### config.mk
export PLATFORM = sky130hd
export DESIGN_NAME = noc_out_arbiter
export DESIGN_NICKNAME = d
export VERILOG_FILES = /design/src/rtl/noc_pkg.sv /design/src/rtl/noc_rr_arbiter.sv /design/src/rtl/noc_out_arbiter.sv
export SDC_FILE = /design/constraint.sdc
export NUM_CORES = 1
export LEC_CHECK = 0
export ABC_AREA = 1
export CAP_MARGIN = 20
export CORE_AREA = 3 3 676 678
export CTS_CLUSTER_DIAMETER = 150
export CTS_CLUSTER_SIZE = 20
export DETAILED_ROUTE_END_ITERATION = 10
export DIE_AREA = 0 0 679 681
export HOLD_SLACK_MARGIN = 0.05
export PLACE_DENSITY = 0.3
export SYNTH_ARGS = -nofsm -noshare
export SYNTH_HDL_FRONTEND = slang
export SYNTH_SLANG_ARGS = --single-unit
export TNS_END_PERCENT = 100
### constraint.sdc
create_clock -name clk -period 6.9 [get_ports clk]
set_input_delay 0.69 -clock clk [delete_from_list [all_inputs] [get_ports clk]]
set_output_delay 0.69 -clock clk [all_outputs]
set_load 0.02 [all_outputs]
### src/rtl/noc_pkg.sv
// Shared NoC router constants and helpers: port count, direction encoding,
// opposite-side lookup and flit destination field offsets.
package noc_pkg;

    localparam int NUM_PORTS = 5;

    localparam int DIR_N = 0;
    localparam int DIR_E = 1;
    localparam int DIR_S = 2;
    localparam int DIR_W = 3;
    localparam int DIR_L = 4;

    // The local port has no opposite side and maps to itself.
    function automatic int opposite_dir(input int dir);
        case (dir)
            DIR_N:   return DIR_S;
            DIR_S:   return DIR_N;
            DIR_E:   return DIR_W;
            DIR_W:   return DIR_E;
            default: return DIR_L;
        endcase
    endfunction

    // Destination x occupies the top POS_WIDTH bits, y the next POS_WIDTH below.
    function automatic int pos_x_lsb(input int data_width, input int pos_width);
        return data_width - pos_width;
    endfunction

    function automatic int pos_y_lsb(input int data_width, input int pos_width);
        return data_width - 2 * pos_width;
    endfunction

endpackage

### src/rtl/noc_rr_arbiter.sv
// N-way round-robin arbiter: searches from ptr+1 upward (mod N) and moves the
// pointer onto the winner; the pointer holds on cycles without a grant.
module noc_rr_arbiter #(
    parameter int N = 5,
    localparam int PTR_W = (N > 1) ? $clog2(N) : 1
) (
    input  logic         clk,
    input  logic         rst,
    input  logic [N-1:0] req,
    input  logic         en,
    output logic [N-1:0] grant,
    output logic         valid
);

    logic [PTR_W-1:0] ptr_q, ptr_d;
    logic [PTR_W:0]   sum;
    logic [PTR_W-1:0] idx;

    // NOTE: every combinational output gets a default before any branch, so no latch is inferred.
    always_comb begin
        grant = '0;
        valid = 1'b0;
        ptr_d = ptr_q;
        sum   = '0;
        idx   = '0;
        if (en) begin
            for (int k = 1; k <= N; k++) begin
                sum = {1'b0, ptr_q} + (PTR_W+1)'(k);
                if (sum >= (PTR_W+1)'(N)) begin
                    sum = sum - (PTR_W+1)'(N);
                end
                idx = sum[PTR_W-1:0];
                if (!valid && req[idx]) begin
                    valid      = 1'b1;
                    grant[idx] = 1'b1;
                    ptr_d      = idx;
                end
            end
        end
    end

    // NOTE: state registers use non-blocking assignments so all flops update from pre-edge values.
    always_ff @(posedge clk) begin
        if (!rst) begin
            ptr_q <= PTR_W'(N - 1);
        end else begin
            ptr_q <= ptr_d;
        end
    end

endmodule

### src/rtl/noc_out_arbiter.sv
// Output stage of one router direction: round-robin picks one offer per cycle,
// registers it onto the link and pulses clear back to the winner.
// Define NOC_OUTARB_SKID_EN to add a 2-entry skid FIFO behind the output.
module noc_out_arbiter
    import noc_pkg::*;
#(
    parameter int DATA_WIDTH = 288,
    parameter int POS_WIDTH  = 4,
    parameter int DIR        = 0,
    parameter int NO_UTURN   = 1
) (
    input  logic                                clk,
    input  logic                                rst,
    input  logic [NUM_PORTS-1:0][DATA_WIDTH-1:0] req_data,
    input  logic [NUM_PORTS-1:0]                req_valid,
    output logic [NUM_PORTS-1:0]                clear,
    output logic [DATA_WIDTH-1:0]               out_data,
    output logic                                out_valid,
    input  logic                                out_busy
);

    localparam logic [NUM_PORTS-1:0] UTURN_MASK =
        (NO_UTURN == 1 && DIR < DIR_L) ? (NUM_PORTS'(1) << opposite_dir(DIR)) : '0;
    localparam int POS_LSB = pos_y_lsb(DATA_WIDTH, POS_WIDTH);

    logic [NUM_PORTS-1:0]  clear_q, elig, grant;
    logic                  grant_vld, space;
    logic [DATA_WIDTH-1:0] sel_data;

    // Masking by clear_q keeps a switch's stale offer out while it drops its valid.
    assign elig = req_valid & ~clear_q & ~UTURN_MASK;

    noc_rr_arbiter #(.N(NUM_PORTS)) u_rr (
        .clk   (clk),
        .rst   (rst),
        .req   (elig),
        .en    (space),
        .grant (grant),
        .valid (grant_vld)
    );

    always_comb begin
        sel_data = '0;
        for (int i = 0; i < NUM_PORTS; i++) begin
            if (grant[i]) sel_data = req_data[i];
        end
    end

    always_ff @(posedge clk) begin
        if (!rst) clear_q <= '0;
        else      clear_q <= grant;
    end

    assign clear = clear_q;

`ifdef NOC_OUTARB_SKID_EN
    logic [1:0][DATA_WIDTH-1:0] fifo_q, fifo_d;
    logic                       rd_q, rd_d, wr_q, wr_d;
    logic [1:0]                 cnt_q, cnt_d;
    logic                       push, pop;

    assign pop   = (cnt_q != 2'd0) && !out_busy;
    assign push  = grant_vld;
    assign space = (cnt_q < 2'd2) || pop;

    always_comb begin
        fifo_d = fifo_q;
        wr_d   = wr_q;
        rd_d   = rd_q;
        if (push) begin
            fifo_d[wr_q] = sel_data;
            wr_d         = ~wr_q;
        end
        if (pop) rd_d = ~rd_q;
        cnt_d = cnt_q + 2'(push) - 2'(pop);
    end

    // NOTE: the two skid entries are reset so out_data reads zero after reset like the base register.
    always_ff @(posedge clk) begin
        if (!rst) begin
            fifo_q <= '0;
            rd_q   <= 1'b0;
            wr_q   <= 1'b0;
            cnt_q  <= 2'd0;
        end else begin
            fifo_q <= fifo_d;
            rd_q   <= rd_d;
            wr_q   <= wr_d;
            cnt_q  <= cnt_d;
        end
    end

    assign out_data  = fifo_q[rd_q];
    assign out_valid = (cnt_q != 2'd0);

    assert property (@(posedge clk) disable iff (!rst)
        (push && cnt_q == 2'd0) |=> out_data[DATA_WIDTH-1:POS_LSB] == $past(sel_data[DATA_WIDTH-1:POS_LSB]));
`else
    logic [DATA_WIDTH-1:0] out_data_q, out_data_d;
    logic                  out_valid_q, out_valid_d;

    assign space = !out_valid_q || !out_busy;

    always_comb begin
        out_data_d  = out_data_q;
        out_valid_d = out_valid_q;
        if (grant_vld) begin
            out_data_d  = sel_data;
            out_valid_d = 1'b1;
        end else if (!out_busy) begin
            out_valid_d = 1'b0;
        end
    end

    always_ff @(posedge clk) begin
        if (!rst) begin
            out_data_q  <= '0;
            out_valid_q <= 1'b0;
        end else begin
            out_data_q  <= out_data_d;
            out_valid_q <= out_valid_d;
        end
    end

    assign out_data  = out_data_q;
    assign out_valid = out_valid_q;

    assert property (@(posedge clk) disable iff (!rst)
        grant_vld |=> out_data[DATA_WIDTH-1:POS_LSB] == $past(sel_data[DATA_WIDTH-1:POS_LSB]));
`endif

    assert property (@(posedge clk) disable iff (!rst) (grant & ~elig) == '0);
    assert property (@(posedge clk) disable iff (!rst) $onehot0(clear_q));

endmodule

==> impl_metrics.env, run 1 <==
export IMPL_syn_area_per_cell_sq_um=5.95
export IMPL_post_cts_buffers=0
export IMPL_ys_warn_count=0
export IMPL_synth_nets=4907
export IMPL_slew_headroom=0.248
export IMPL_hold_violations=0
export IMPL_synth_area_leaders="dfxtp_1 29%, nand3_1 29%, nor2_1 16%"
export IMPL_port_buffers=1452
export IMPL_cts_tree="built"
export IMPL_slowest_delay_ps=740
export IMPL_drt_wl_total_um=320000
export IMPL_syn_cell_area_sq_um=20500
export IMPL_crit_slowest_cell="dfxtp_1"
export IMPL_arrival_ps=5860
export IMPL_ctsResizeCount=0
export IMPL_antenna_found_initial=338
export IMPL_ys_seq_area_frac=0.290
export IMPL_startpoint_type="flop"
export IMPL_die_h_um=681
export IMPL_powerDensity_nw_per_um2=557
export IMPL_grt_max_degree=178
export IMPL_min_period_over_period=0.764
export IMPL_start_util=0.0454
export IMPL_cp_common_cell="nand2_1"
export IMPL_p_leak_uw=0.0140
export IMPL_clk_path_buf_depth=3
export IMPL_cts_buffers=28
export IMPL_drive_gt1_frac=0.0313
export IMPL_nets=6133
export IMPL_vias_per_cell=2.94
export IMPL_status="completed"
export IMPL_crit_type="flop to flop"
export IMPL_yosysTopAreaCellShare=0.290
export IMPL_slew_viol_final=0
export IMPL_final_cell_mix="1448 x clkdlybuf4s50_1, 1183 x nand3_1, 891 x nor2_1"
export IMPL_first_pass_iters=5
export IMPL_layout_commonest_cell="clkdlybuf4s50_1"
export IMPL_cts_sinks=297
export IMPL_multi_input_area_sq_um=11900
export IMPL_tightest_slew_ps=1130
export IMPL_cts_hold_buf=0
export IMPL_vdd_ir_drop_max_mv=0.469
export IMPL_first_global_vias=29924
export IMPL_cts_root_buf="clkbuf_16"
export IMPL_yosysUniqueCellTypes=31
export IMPL_cp_required_ps=7480
export IMPL_yosys_area_top_type="dfxtp_1"
export IMPL_grt_first_pass_wirelength_um=387000
export IMPL_rsz0062_at_grt="false"
export IMPL_fin_setup_tns_ps=0
export IMPL_vias=31585
export IMPL_drv_cap=0
export IMPL_h_tree_depth=1
export IMPL_setup_viol=0
export IMPL_clkTransAtPathRegs_ps=100
export IMPL_wl_per_cell_um=29.8
export IMPL_drc=0
export IMPL_die_area_sq_um=462000
export IMPL_gr_total_overflow=0
export IMPL_core_area_sq_um=452000
export IMPL_ios=1742
export IMPL_gp_congestion=0.937
export IMPL_worstHoldPathType="flop to flop"
export IMPL_track_usage=0.132
export IMPL_path_cells="inv_2 > ha_1 > fa_1 > nand2_1 > nand2_1 > nand2_1 > nor2_1 > nand2_1 > nand3_1 > nand2_1 > inv_2 > a21oi_1 > nand2_1 > nor2_1 > nand2_8 > buf_12 > buf_4 > nand3_1 > nand4_1 > nor2_1 > nor2_1"
export IMPL_drt_iter0_markers=2306
export IMPL_clk_latency_ps=790
export IMPL_fill_cells=53100
export IMPL_synth_seq_cells=297
export IMPL_endpoint_kind="flop"
export IMPL_skew_ps=64.4
export IMPL_syn_inst=3448
export IMPL_ant_nets=0
export IMPL_final_cells=10750
export IMPL_dp_cells=10620
export IMPL_row_count=247
export IMPL_place_detailed_hpwl_um=280000
export IMPL_fin_crit_ps=5270
export IMPL_cp_max_fo=45
export IMPL_regArea_sq_um=5950
export IMPL_chipWidth_um=679
export IMPL_fmax_ghz=0.190
export IMPL_syn_to_final_growth_pct=110
-- routing by layer --
layer  vias up  wire length (um)  part of all wire  global-route usage
met5         -              1870            0.0058                   0
met4       286              8670             0.027              0.0269
li1      14148                 -                 -                   -
met1     14862            113000              0.35               0.133
met2      1627            146000              0.46               0.218
met3       662             50800              0.16              0.0994
-- path summary, 6_finish.rpt --
path	from	end	slack, ps	cells past startpoint
worst max-delay path	u_rr.ptr_q[0]	out_data[24]	1630	21
worst min-delay path	out_data[18]	out_data[18]	560	4
worst max register to register	u_rr.ptr_q[0]	out_data[24]	1630	21
worst min register to register	out_data[18]	out_data[18]	560	4
-- area by class of cell --
type,count,area share
Tap cell,5976,0.174
Timing Repair Buffer,1517,0.355
Sequential cell,297,0.138
Clock buffer,32,0.0173
Multi-Input combinational cell,2508,0.276
Antenna cell,81,0.00470
Inverter,322,0.0284
Clock inverter,17,0.00653
-- cells by family (layout without fill, tap and decap cells) --
kind of cell | after synthesis | count (layout) | share of synthesized area
compound gates | 25 | 25 | 0.00702
fa+ha+maj | 11 | 11 | 0.00708
buf+inv | 643 | 1888 | 0.132
flops | 297 | 297 | 0.290
other cells | 1 | 82 | 0.000183
simple gates | 2471 | 2471 | 0.564
-- cells in the mapped netlist (all sizes together) --
master and n:
dfxtp 297, fa 1, buf 134, nand4 297, nor4 1, conb 1
clkinv 1, o211ai 1, ha 10, nor3 3, clkbuf 187, nand3 1187
nor2 897, nand2 84, o21ai 11, inv 321, or2 2, o22ai 1
a21oi 12
-- through the flow --
stage / worst slack (ps) / hold WS (ps) / total power (uW) / util / cell area, sq um
finish: 1630 / 558 / 24000 / 0.0954 / 43100
global route: 1170 / 578 / 26200 / 0.0950 / 42900
CTS: 1430 / 517 / 24800 / 0.0949 / 42900
detailed placement: 1450 / 545 / 22600 / 0.0927 / 41900
global placement: 1430 / 549 / 22700 / 0.0927 / 41900
floorplan: 3810 / 521 / 13700 / - / 20500
-- flip-flops by register name, summed over array words and instances (netlist names) --
signal and cells:
clear 5, out_data 288, out_valid 1, u_rr.ptr_q 3
-- critical path: cells and delay by family, from the launching register on --
family / cells / cell delay, ps
flip-flops: 1 / 740
AND/OR/NAND/NOR: 14 / 2390
adder cells (fa/ha/maj): 2 / 750
AO/OA/AOI/OAI: 1 / 170
buffers and inverters: 4 / 900
-- power breakdown --
part,switching [uW],internal (uW)
Sequential,342,2390
Clock,1150,880
Combinational,13400,5860
Power figures use the tool's default switching activity.
==> run 2, diff against run 1 <==
CORE_AREA = 3 3 685 687   (was 3 3 676 678)
DIE_AREA = 0 0 688 690   (was 0 0 679 681)
clock period = 5 ns   (was 6.9 ns; I/O delays follow)
==> run 2 against run 1 <==
Wire length down 5.7%. Utilization about the same. Cell area increased by 2.7%. Sequential cell count unchanged. Clock skew fell by 15 ps. Register-to-register slack worse by 870 ps. Clock power rose by 38%. Critical path depth shrank 4. Non-clock buffer count increased by 78. Via count down 3.7%.
==> impl_metrics.env, run 2 (same netlist as run 1, synthesis figures left out) <==
export IMPL_status="completed"
export IMPL_tightest_slew_ps=948
export IMPL_vdd_ir_drop_max_mv=0.564
export IMPL_rsz0062_at_grt="false"
export IMPL_r2r_setup_slack_ps=760
export IMPL_grt_first_pass_wirelength_um=369000
export IMPL_drc=0
export IMPL_reg2regPathDepth=17
export IMPL_slowest_delay_ps=490
export IMPL_r2r_end="out_data[260]"
export IMPL_skew_ps=49.2
export IMPL_regArea_sq_um=5950
export IMPL_row_count=250
export IMPL_multi_input_area_sq_um=11900
export IMPL_antenna_found_initial=261
export IMPL_seqPwrFrac=0.109
export IMPL_drv_cap=0
export IMPL_gp_congestion=0.844
export IMPL_endpoint_kind="flop"
export IMPL_fmax_ghz=0.236
export IMPL_crit_type="flop to flop"
export IMPL_first_global_vias=29747
export IMPL_syn_to_final_growth_pct=116
export IMPL_whs_ps=446
export IMPL_clk_path_buf_depth=3
export IMPL_die_h_um=690
export IMPL_ios=1742
export IMPL_path_cells="inv_1 > ha_1 > ha_1 > or2_2 > o21ai_2 > nor2_1 > o21ai_1 > nand3_1 > nand4_1 > nor2_1 > nor2_1 > nand2_8 > buf_12 > nand3_1 > nand4_1 > nor2_1 > nor2_1"
export IMPL_ctsResizeCount=0
export IMPL_h_tree_depth=1
export IMPL_ant_nets=0
export IMPL_port_buffers=1452
export IMPL_r2r_start="u_rr.ptr_q[1]"
export IMPL_vias=30431
export IMPL_fill_cells=54624
export IMPL_drive_gt1_frac=0.0465
export IMPL_core_area_sq_um=464000
export IMPL_vias_per_cell=2.75
export IMPL_cts_root_buf="clkbuf_16"
export IMPL_nets=6211
export IMPL_wl_per_cell_um=27.3
export IMPL_p_leak_uw=0.0144
export IMPL_hold_violations=0
export IMPL_p_sw_uw=20200
export IMPL_die_area_sq_um=475000
export IMPL_cts_buffers=28
export IMPL_cp_max_fo=27
export IMPL_chipWidth_um=688
export IMPL_p_clk_frac=0.083
export IMPL_powerDensity_nw_per_um2=765
export IMPL_gr_total_overflow=0
export IMPL_fin_crit_ps=4240
export IMPL_worstHoldPathCells=5
export IMPL_cp_required_ps=5610
export IMPL_worstHoldPathType="input port to flop"
export IMPL_place_detailed_hpwl_um=268000
export IMPL_swShare=0.595
export IMPL_setup_viol=0
export IMPL_drt_wl_total_um=302000
export IMPL_cts_hold_buf=0
export IMPL_grt_max_degree=158
export IMPL_layout_commonest_cell="clkdlybuf4s50_1"
export IMPL_slew_viol_final=0
export IMPL_arrival_ps=4850
export IMPL_min_period_over_period=0.848
export IMPL_post_cts_buffers=0
export IMPL_start_util=0.0442
export IMPL_largest_register_ffs=288
export IMPL_drt_iter0_markers=1905
export IMPL_slew_headroom=0.366
export IMPL_crit_slowest_cell="dfxtp_1"
export IMPL_startpoint_type="flop"
export IMPL_cp_endpoint="out_data[260]"
export IMPL_cts_tree="built"
export IMPL_fin_setup_tns_ps=0
export IMPL_final_cell_mix="1452 x clkdlybuf4s50_1, 1183 x nand3_1, 891 x nor2_1"
export IMPL_cp_common_cell="nor2_1"
export IMPL_clkTransAtPathRegs_ps=110
export IMPL_p_int_uw=13700
export IMPL_track_usage=0.122
export IMPL_cp_startpoint="u_rr.ptr_q[1]"
export IMPL_combinationalPowerShare=0.808
export IMPL_cts_sinks=297
export IMPL_clk_latency_ps=760
export IMPL_first_pass_iters=7
run 2: cell types whose count changed in the layout (fill, tap and decap cells not counted), moves of 3 or more:
cell | previous run | this run
buf_4 | 45 | 100
diode_2 | 81 | 111
buf_12 | 24 | 41
clkinv_8 | 6 | 0
clkdlybuf4s50_1 | 1448 | 1452
inv_16 | 3 | 7
inv_12 | 4 | 1
run 2: worst min path at each step:
stage	start	endpoint	slack [ps]
floorplan	u_rr.ptr_q[1]	u_rr.ptr_q[1]	520
global placement	out_data[36]	out_data[36]	550
detailed placement	out_data[191]	out_data[191]	550
CTS	req_data[335]	out_data[47]	320
global route	req_data[335]	out_data[47]	380
finish	req_data[340]	out_data[52]	450
run 2: power groups by stage:
stage / sequential [uW] / clock [uW] / combinational [uW]
finish: 3700 / 2800 / 27400
global route: 3800 / 3060 / 30300
CTS: 3720 / 3060 / 28400
detailed placement: 3770 / 0 / 28300
global placement: 3750 / 0 / 28500
floorplan: 4570 / 0 / 14300
run 2: through the flow:
stage	setup WS [ps]	util	std cells	total power (uW)	area, sq um
floorplan	1910	-	3448	18900	20500
global placement	677	0.0926	10894	32200	42900
detailed placement	701	0.0926	10894	32000	42900
CTS	698	0.0948	10944	35100	43900
global route	380	0.0950	10960	37200	44000
finish	762	0.0955	11057	33900	44300
run 2: per-layer routing:
metal / track usage / routed length, um / vias up / share of wire
met5: 0 / 906 / - / 0.0030
met4: 0.0202 / 6790 / 142 / 0.022
met3: 0.0692 / 36600 / 482 / 0.12
met2: 0.204 / 139000 / 1323 / 0.46
met1: 0.136 / 118000 / 14148 / 0.39
li1: - / - / 14336 / -
run 2: worst max-delay path: cells and delay by family (launching register included):
kind / cells / cell delay, ps
compound gates: 2 / 370
flops: 1 / 490
buf+inv: 2 / 420
simple gates: 11 / 2150
fa+ha+maj: 2 / 570
run 2: cell type report:
class                      count  area share
sequential                   297       0.134
timing repair buffer        1595       0.365
clock inverter                17     0.00568
clock buffer                  33      0.0174
inverter                     322      0.0276
tap                         6174       0.175
multi-input combinational   2508       0.269
antenna                      111     0.00628
==> run 3, diff against run 2 <==
CORE_AREA = 3 3 678 680   (was 3 3 685 687)
DIE_AREA = 0 0 681 683   (was 0 0 688 690)
clock period = 3.7 ns   (was 5 ns; I/O delays follow)
==> run 3 against run 2 <==
Cell area rose by 2.5%. Global-route usage rose by 0.83 points. Clock-buffer cell count fell by 5. Wire length rose by 5.8%. Clock skew rose by 15 ps. First-iteration DRC count rose by 9.2%. Utilization rose by 0.42 points. Fmax rose by 21%. Largest cell class unchanged.
==> impl_metrics.env, run 3 (same netlist as run 1, synthesis figures left out) <==
export IMPL_status="completed"
export IMPL_place_detailed_hpwl_um=286000
export IMPL_p_clk_frac=0.076
export IMPL_first_global_vias=30124
export IMPL_nets=6320
export IMPL_cts_buffers=27
export IMPL_cts_tree="built"
export IMPL_p_sw_uw=27900
export IMPL_combinationalPowerShare=0.822
export IMPL_drive_gt1_frac=0.0748
export IMPL_cts_root_buf="clkbuf_16"
export IMPL_port_buffers=1452
export IMPL_core_area_sq_um=455000
export IMPL_hold_violations=0
export IMPL_seqPwrFrac=0.102
export IMPL_ant_nets=0
export IMPL_cts_hold_buf=0
export IMPL_tightest_slew_ps=871
export IMPL_setup_viol=0
export IMPL_pre_cts_ws_ps=-146
export IMPL_crit_type="flop to flop"
export IMPL_grt_max_degree=137
export IMPL_drv_cap=0
export IMPL_min_period_over_period=0.949
export IMPL_fill_cells=53404
export IMPL_syn_to_final_growth_pct=121
export IMPL_gr_total_overflow=0
export IMPL_p_leak_uw=0.0151
export IMPL_slew_headroom=0.417
export IMPL_layout_commonest_cell="clkdlybuf4s50_1"
export IMPL_design_area_sq_um=45400
export IMPL_chipWidth_um=681
export IMPL_ios=1742
export IMPL_h_tree_depth=1
export IMPL_clk_latency_ps=750
export IMPL_drt_met1_wl_um=109000
export IMPL_swShare=0.567
export IMPL_cp_required_ps=4350
export IMPL_wl_per_cell_um=29.1
export IMPL_worstHoldPathType="input port to flop"
export IMPL_gp_congestion=0.829
export IMPL_slowest_delay_ps=370
export IMPL_drt_iter0_markers=2081
export IMPL_row_count=248
export IMPL_met2WireLength_um=150000
export IMPL_vias=31697
export IMPL_cp_max_fo=11
export IMPL_powerDensity_nw_per_um2=1090
export IMPL_skew_ps=64.3
export IMPL_die_area_sq_um=465000
export IMPL_endpoint_kind="flop"
export IMPL_first_pass_iters=6
export IMPL_arrival_ps=4160
export IMPL_fmax_ghz=0.285
export IMPL_vias_per_cell=2.89
export IMPL_crit_slowest_cell="dfxtp_1"
export IMPL_clkTransAtPathRegs_ps=100
export IMPL_track_usage=0.130
export IMPL_die_h_um=683
export IMPL_dpl_cell_area_sq_um=43800
export IMPL_grt_first_pass_wirelength_um=382000
export IMPL_clk_path_buf_depth=3
export IMPL_final_cell_mix="1451 x clkdlybuf4s50_1, 1173 x nand3_1, 886 x nor2_1"
export IMPL_largest_register_ffs=288
export IMPL_path_cells="buf_4 > ha_1 > a21oi_2 > nand2_1 > nand2_1 > nand2_1 > nor2_2 > nand3_1 > buf_4 > inv_1 > nor2_2 > nor2_4 > nand4_1 > nand3_4 > buf_16 > buf_16 > buf_4 > nand3_1 > nand4_1 > nor2_1 > nor2_1"
export IMPL_vdd_ir_drop_max_mv=0.555
export IMPL_antenna_found_initial=383
export IMPL_fin_ws_ps=187
export IMPL_slew_viol_final=0
export IMPL_drt_wl_total_um=319000
export IMPL_highest_layer="met5"
export IMPL_startpoint_type="flop"
export IMPL_start_util=0.0451
export IMPL_fin_crit_ps=3510
export IMPL_wl_met3_um=50200
export IMPL_drc=0
export IMPL_cts_sinks=297
export IMPL_p_int_uw=21300
[run 3: cell types whose count changed in the layout (fill, tap and decap cells not counted), moves of 5 or more]
| cell | before | now |
|---|---|---|
| buf_4 | 100 | 177 |
| diode_2 | 111 | 81 |
| buf_12 | 41 | 65 |
| nand2_1 | 77 | 66 |
| nand2_2 | 5 | 15 |
| nand3_1 | 1183 | 1173 |
| nand3_2 | 1 | 10 |
| buf_6 | 0 | 5 |
| ha_1 | 10 | 5 |
| nor2_1 | 891 | 886 |
[run 3: worst paths after layout]
check,start,endpoint,slack (ps),cells after the start
hold reg to reg,out_data[236],out_data[236],550,4
setup reg to reg,u_rr.ptr_q[2],out_data[16],190,21
hold / removal,req_data[348],out_data[60],310,5
setup / recovery,u_rr.ptr_q[2],out_data[16],190,21
[run 3: worst max-delay path: cells and delay by family, from the launching register on]
| kind | cells | cell delay (ps) |
|---|---|---|
| AOI/OAI and AO/OA | 1 | 220 |
| adders and majority gates | 1 | 210 |
| buffers and inverters | 6 | 880 |
| DFF | 1 | 370 |
| and+or+nand+nor | 13 | 1620 |
[run 3: through the flow]
step                instances  setup TNS, ps  total power, uW  hold WS (ps)  utilization
floorplan                3448              0            25500           468            -
global placement        10823          -7190            45900           548       0.0963
detailed placement      10823          -1490            45700           546       0.0963
CTS                     10872              0            50100           198       0.0987
global route            10899          -7.68            53800           280       0.0994
finish                  10958              0            49300           311       0.0997
[run 3: per-layer routing]
| layer | up-vias | global-route usage |
|---|---|---|
| li1 | 14531 | - |
| met1 | 14535 | 0.128 |
| met2 | 1553 | 0.222 |
| met3 | 760 | 0.0968 |
| met4 | 318 | 0.0216 |
| met5 | - | 0 |
[run 3: layout make-up]
type,instances,area (sq um),share of cell area
antenna,81,203,0.00447
clock inverter,17,317,0.00698
timing repair buffer,1705,17400,0.383
multi-input combinational,2508,12100,0.267
inverter,322,1230,0.0271
sequential,297,5950,0.131
tap,6000,7510,0.165
clock buffer,28,679,0.0150
[run 3: timing repair]
item | 4_1_cts | 5_1_grt
pin swaps | 3 | 14
resized for setup | 14 | 46
setup endpoints to repair | 113 | 280
cloned | 0 | 2
setup buffers | 4 | 3
[run 3: power by group through the flow]
stage / logic, uW / clock network (uW) / registers (uW)
floorplan: 19400 / 0 / 6170
global placement: 40900 / 0 / 5060
detailed placement: 40600 / 0 / 5080
CTS: 41000 / 4050 / 5010
global route: 44600 / 4070 / 5120
finish: 40500 / 3760 / 5000
